### config.mk
export PLATFORM = sky130hd
export DESIGN_NAME = universal_reg
export DESIGN_NICKNAME = d
export VERILOG_FILES = /design/src/rtl/universal_reg_pkg.sv /design/src/rtl/universal_reg_next.sv /design/src/rtl/universal_reg.sv
export SDC_FILE = /design/constraint.sdc
export NUM_CORES = 1
export LEC_CHECK = 0
export CAP_MARGIN = 20
export CORE_MARGIN = 4
export CORE_UTILIZATION = 46
export CTS_BUF_LIST = sky130_fd_sc_hd__clkbuf_4 sky130_fd_sc_hd__clkbuf_8
export CTS_CLUSTER_DIAMETER = 200
export DETAILED_ROUTE_END_ITERATION = 7
export GPL_TIMING_DRIVEN = 0
export PLACE_DENSITY = 0.79
export SYNTH_ARGS = -nofsm -noshare
export SYNTH_HDL_FRONTEND = slang
export SYNTH_SLANG_ARGS = --single-unit
### constraint.sdc
create_clock -name clk -period 4.4 [get_ports clk]
set_input_delay 0.88 -clock clk [delete_from_list [all_inputs] [get_ports clk]]
set_output_delay 0.88 -clock clk [all_outputs]
set_load 0.005 [all_outputs]
### src/rtl/universal_reg_pkg.sv
// Shared types for the universal_reg multi-mode register.
// Mode encodings used by the top and its next-state logic.
package universal_reg_pkg;

   localparam int MODE_W = 3;

   typedef enum logic [MODE_W-1:0] {
      MODE_HOLD = 3'b000,
      MODE_LOAD = 3'b001,
      MODE_TGL  = 3'b010,
      MODE_SHL  = 3'b011,
      MODE_SHR  = 3'b100,
      MODE_ROL  = 3'b101,
      MODE_ROR  = 3'b110,
      MODE_CLR  = 3'b111
   } mode_e;

endpackage

### src/rtl/universal_reg_next.sv
// Combinational next-state logic for universal_reg.
// shift_op marks modes that produce a new serial output bit.
module universal_reg_next
   import universal_reg_pkg::*;
#(
   parameter int WIDTH = 8,
   parameter logic [WIDTH-1:0] RESET_VAL = '0
) (
   input  logic [WIDTH-1:0]  q,
   input  logic [MODE_W-1:0] mode,
   input  logic [WIDTH-1:0]  d,
   input  logic [WIDTH-1:0]  t_mask,
   input  logic              ser_in,
   output logic [WIDTH-1:0]  next_q,
   output logic              next_ser_out,
   output logic              shift_op
);

   always_comb begin
      next_q       = q;
      next_ser_out = 1'b0;
      shift_op     = 1'b0;
      unique case (mode_e'(mode))
         MODE_HOLD: next_q = q;
         MODE_LOAD: next_q = d;
         MODE_TGL:  next_q = q ^ t_mask;
         MODE_SHL: begin
            next_q       = {q[WIDTH-2:0], ser_in};
            next_ser_out = q[WIDTH-1];
            shift_op     = 1'b1;
         end
         MODE_SHR: begin
            next_q       = {ser_in, q[WIDTH-1:1]};
            next_ser_out = q[0];
            shift_op     = 1'b1;
         end
         MODE_ROL: begin
            next_q       = {q[WIDTH-2:0], q[WIDTH-1]};
            next_ser_out = q[WIDTH-1];
            shift_op     = 1'b1;
         end
         MODE_ROR: begin
            next_q       = {q[0], q[WIDTH-1:1]};
            next_ser_out = q[0];
            shift_op     = 1'b1;
         end
         MODE_CLR:  next_q = RESET_VAL;
         default:   next_q = q;
      endcase
   end

endmodule

### src/rtl/universal_reg.sv
// Multi-mode register: hold/load/toggle/shift/rotate/clear.
// Optional registered even-parity output under UREG_PARITY_EN.
module universal_reg
   import universal_reg_pkg::*;
#(
   parameter int WIDTH = 8,
   parameter logic [WIDTH-1:0] RESET_VAL = '0
) (
   input  logic              clk,
   input  logic              rst_n,
   input  logic              en,
   input  logic [MODE_W-1:0] mode,
   input  logic [WIDTH-1:0]  d,
   input  logic [WIDTH-1:0]  t_mask,
   input  logic              ser_in,
   output logic [WIDTH-1:0]  q,
   output logic              ser_out,
   output logic              zero,
   output logic              changed
`ifdef UREG_PARITY_EN
   ,
   output logic              parity
`endif
);

   logic [WIDTH-1:0] nq;
   logic             nso;
   logic             shift_op;
   logic [WIDTH-1:0] q_n;

   universal_reg_next #(
      .WIDTH     (WIDTH),
      .RESET_VAL (RESET_VAL)
   ) u_next (
      .q            (q),
      .mode         (mode),
      .d            (d),
      .t_mask       (t_mask),
      .ser_in       (ser_in),
      .next_q       (nq),
      .next_ser_out (nso),
      .shift_op     (shift_op)
   );

   // en=0 collapses every mode to hold
   assign q_n = en ? nq : q;

   always_ff @(posedge clk or negedge rst_n) begin
      if (!rst_n) begin
         q       <= RESET_VAL;
         ser_out <= 1'b0;
         zero    <= (RESET_VAL == '0);
         changed <= 1'b0;
      end else begin
         q       <= q_n;
         if (en && shift_op)
            ser_out <= nso;
         zero    <= (q_n == '0);
         changed <= en && (q_n != q);
      end
   end

`ifdef UREG_PARITY_EN
   always_ff @(posedge clk or negedge rst_n) begin
      if (!rst_n)
         parity <= ^RESET_VAL;
      else
         parity <= ^q_n;
   end
`endif

endmodule

==> reports/qor.txt <==
DRT
-------------------------------------------------------------------------------------
Router iterations before antenna repair                                             4
Number of vias after detailed routing                                            1220
Antenna Nets Post-Route                                                             0
DR vias/cell                                                                     6.35
Routed wire per std cell                                                      17.3 um
DRC violation count after routing                                                   0
Count of routing violations after the opening detailed-route iteration             62
Total routed wirelength                                                       3.31 mm

STA
-------------------------------------------------------------------------------------
Max-slew violations                                                                 0
Setup-failing EPs final                                                             0
Setup tns final                                                                  0 ns
Final worst hold slack                                                       0.534 ns
Post-Route Skew                                                            0.00266 ns
Slew @ Worst Pin                                                             0.542 ns
Final Hold Fails                                                                    0
Slew headroom                                                                   63.7%
Unrepaired setup endpoints after global routing                                 false
Fin crit period                                                               2.77 ns
Fmax                                                                          361 MHz
Final worst slack                                                             1.63 ns
Tcrit/Tclk final                                                                63.0%

SYNTH
-------------------------------------------------------------------------------------
Yosys reg bits                                                                     11
Number of warning messages in the yosys log                                         0
Mapped Cells                                                                      127
Share of flip-flops with an asynchronous set or reset after synthesis            100%
Sequential fraction of the synthesis area                                       25.6%
Post-synth EDFFs                                                                    0
Mean Syn Cell Area                                                          8.49 um^2
Synth Cell Area                                                             1080 um^2
Number of different library cells in the post-synthesis netlist                    51
Leading register cell type out of synthesis                              sky130_fd_sc_hd__dfrtp_1
Number of nets in the synthesized netlist                                         150

FLOORPLAN
-------------------------------------------------------------------------------------
Row count                                                                          17
Starting utilization of the core area                                           48.8%
Die outline height                                                            56.4 um
Horizontal die dimension                                                      56.4 um
Die footprint                                                               3180 um^2
Standard cell core area                                                     2210 um^2
I/O pins                                                                           34

PLACED DESIGN
-------------------------------------------------------------------------------------
DPL Wire Length                                                               2.56 mm
Worst-case setup slack after placement                                        1.40 ns
Placer congestion estimate                                                      0.913
Number of port buffers                                                             33
Cell area after placement                                                   1440 um^2

GRT
-------------------------------------------------------------------------------------
Remaining global-route overflow                                                     0
Maximum number of pins on one net before global-route repair                       12
Initial antenna violation count                                                     0
Wire length of the first global-routing pass                                  5.58 mm
Overall fraction of global-route tracks in use                                  21.9%
Number of global-route vias before repair                                        1164

FLOW RUN
-------------------------------------------------------------------------------------
Count of maximum capacitance violations                                             0

CLOCK NETWORK
-------------------------------------------------------------------------------------
CTS tree                                                                          yes
Count of H-tree levels built during CTS                                             1
Post-cts repair resize count                                                        0
CTS Sinks                                                                          11
CTS Buf Count                                                                       3
Clock tree buffer depth                                                             2
Source-to-sink clock delay at the later pin of the worst-skew pair            0.26 ns
Number of buffers inserted to repair setup after CTS                                0
Root Driver                                                              sky130_fd_sc_hd__clkbuf_4
Total of hold buffers inserted after clock tree synthesis                           0
Clock transition at the registers of the reported paths                       0.07 ns

LAYOUT
-------------------------------------------------------------------------------------
Number of nets in the finished design                                             188
Finished Cell Area                                                          1470 um^2
Core Util, Final                                                                66.6%
Number of fillers in the final layout                                             202
N_diodes                                                                            0
Post-synthesis to final-layout area growth                                      36.7%
Share of post-route cells with drive strength above 1                           12.8%

SETUP PATH
-------------------------------------------------------------------------------------
Req. time, crit path                                                          4.52 ns
Data arrival time of the critical path                                        2.89 ns
Start-to-end type of the worst setup path                                input pin to flip-flop
Startpoint type of the worst setup path                                     input pin
Maximum fanout along the worst path                                                10
Worst setup EP type                                                         flip-flop

RUN STATUS
-------------------------------------------------------------------------------------
Run status                                                                  completed

MIN PATH
-------------------------------------------------------------------------------------
Worst min-delay path category                                            flip-flop to flip-flop

POWER AND IR DROP
-------------------------------------------------------------------------------------
Standby leakage power                                                        0.553 nW
Power density normalized to cell area                                     271 nW/um^2
Largest vdd supply drop                                                    0.000188 V

report_power, final:
| group | switching [mW] | internal [mW] | total [mW] |
|---|---|---|---|
| Clock | 0.0316 | 0.0412 | 0.0728 |
| Sequential | 0.0305 | 0.118 | 0.149 |
| Combinational | 0.0814 | 0.0962 | 0.178 |
registers in the layout, summed over array words and instances (netlist names):
| name | count |
|---|---|
| changed | 1 |
| q | 8 |
| ser_out | 1 |
| zero | 1 |
layout by cell type, fill, tap and decap left out, types with 2 or more instances in the layout:
cell type	count
sky130_fd_sc_hd__nand2b_1	7
sky130_fd_sc_hd__o21ai_0	11
sky130_fd_sc_hd__o2111ai_1	2
sky130_fd_sc_hd__a211oi_1	3
sky130_fd_sc_hd__clkdlybuf4s50_1	33
sky130_fd_sc_hd__a21oi_2	2
sky130_fd_sc_hd__o211ai_1	2
sky130_fd_sc_hd__nor4_1	2
sky130_fd_sc_hd__o221ai_1	2
sky130_fd_sc_hd__xor2_1	2
sky130_fd_sc_hd__buf_2	3
sky130_fd_sc_hd__nor2_1	6
sky130_fd_sc_hd__buf_6	3
sky130_fd_sc_hd__a31oi_1	2
sky130_fd_sc_hd__a21oi_1	8
sky130_fd_sc_hd__mux2i_1	6
sky130_fd_sc_hd__nor2_2	2
sky130_fd_sc_hd__nor3_1	3
sky130_fd_sc_hd__o22ai_1	2
sky130_fd_sc_hd__xnor2_1	3
sky130_fd_sc_hd__nand4_1	2
sky130_fd_sc_hd__clkbuf_4	4
sky130_fd_sc_hd__o21ai_1	4
sky130_fd_sc_hd__inv_1	5
sky130_fd_sc_hd__nand2_1	5
sky130_fd_sc_hd__nand3_1	2
sky130_fd_sc_hd__nand4b_1	2
sky130_fd_sc_hd__dfrtp_1	10
sky130_fd_sc_hd__nand3b_1	2
cell usage after synthesis (all sizes together), types with 2 or more instances:
cell     count  share of area, %
a211oi       3               2.1
o21ai       15               7.0
nand4b       2               1.6
nor3         5               3.8
xnor2        3               2.4
mux2i        6               5.6
o22ai        2               1.2
o211ai       2               1.4
nor3b        2               1.9
nand2        5               1.7
dfrtp       10                23
nand4        2               1.2
nand3b       2               1.4
o2111ai      2               1.6
nand3        2              0.93
buf          7               5.2
o221ai       2               1.6
nand2b       7               4.1
xor2         2               1.6
inv          5               1.7
nor2         8               3.2
a21oi       10               5.3
a31oi        2               1.2
nor4         2               1.2
final cells by class:
class	count	area (um^2)	area share, %
Timing Repair Buffer	33	330	22.4
Tap cell	28	35.0	2.38
Clock buffer	4	30.0	2.04
Sequential cell	11	277	18.8
Buffer	8	60.1	4.07
Multi-Input combinational cell	103	723	49.1
Inverter	5	18.8	1.27
through the flow:
step / std cells / power, mW
after floorplan: 127 / 0.237
after global placement: 188 / 0.323
after detailed placement: 188 / 0.325
after CTS: 192 / 0.400
after global routing: 192 / 0.429
final: 192 / 0.399
critical path, stage by stage:
cell                              delay, ns
sky130_fd_sc_hd__clkdlybuf4s50_1       0.49
sky130_fd_sc_hd__buf_6                 0.15
sky130_fd_sc_hd__buf_6                 0.15
sky130_fd_sc_hd__mux2i_1               0.20
sky130_fd_sc_hd__o22ai_1               0.16
sky130_fd_sc_hd__nor4_1                0.29
sky130_fd_sc_hd__nor3_1                0.10
sky130_fd_sc_hd__o41ai_2               0.33
sky130_fd_sc_hd__nand4_1               0.14
logic make-up after synthesis:
kind of cell,after synthesis,synth area share [%]
muxes,6,5.57
buffers and inverters,13,7.31
xor gates and xnor gates,5,4.06
and+or+nand+nor,41,24.5
DFF,11,25.6
AOI/OAI and AO/OA,51,32.9
final timing paths:
path	slack (ns)	depth (start not counted)	start	endpoint
min	0.53	2	ser_out	ser_out
min in group asynchronous	0.94	1	rst_n	q[5]
min reg2reg	0.53	2	ser_out	ser_out
max	1.63	9	mode[1]	changed
max reg2reg	2.53	5	q[5]	zero
max in group asynchronous	3.10	1	rst_n	zero
routing by layer:
layer	track usage, %	wire [um]
met1	28.7	1310
met2	35.1	1620
met3	5.52	330
met4	6.78	46
met5	0	0
(Power assumes the default switching activity.)
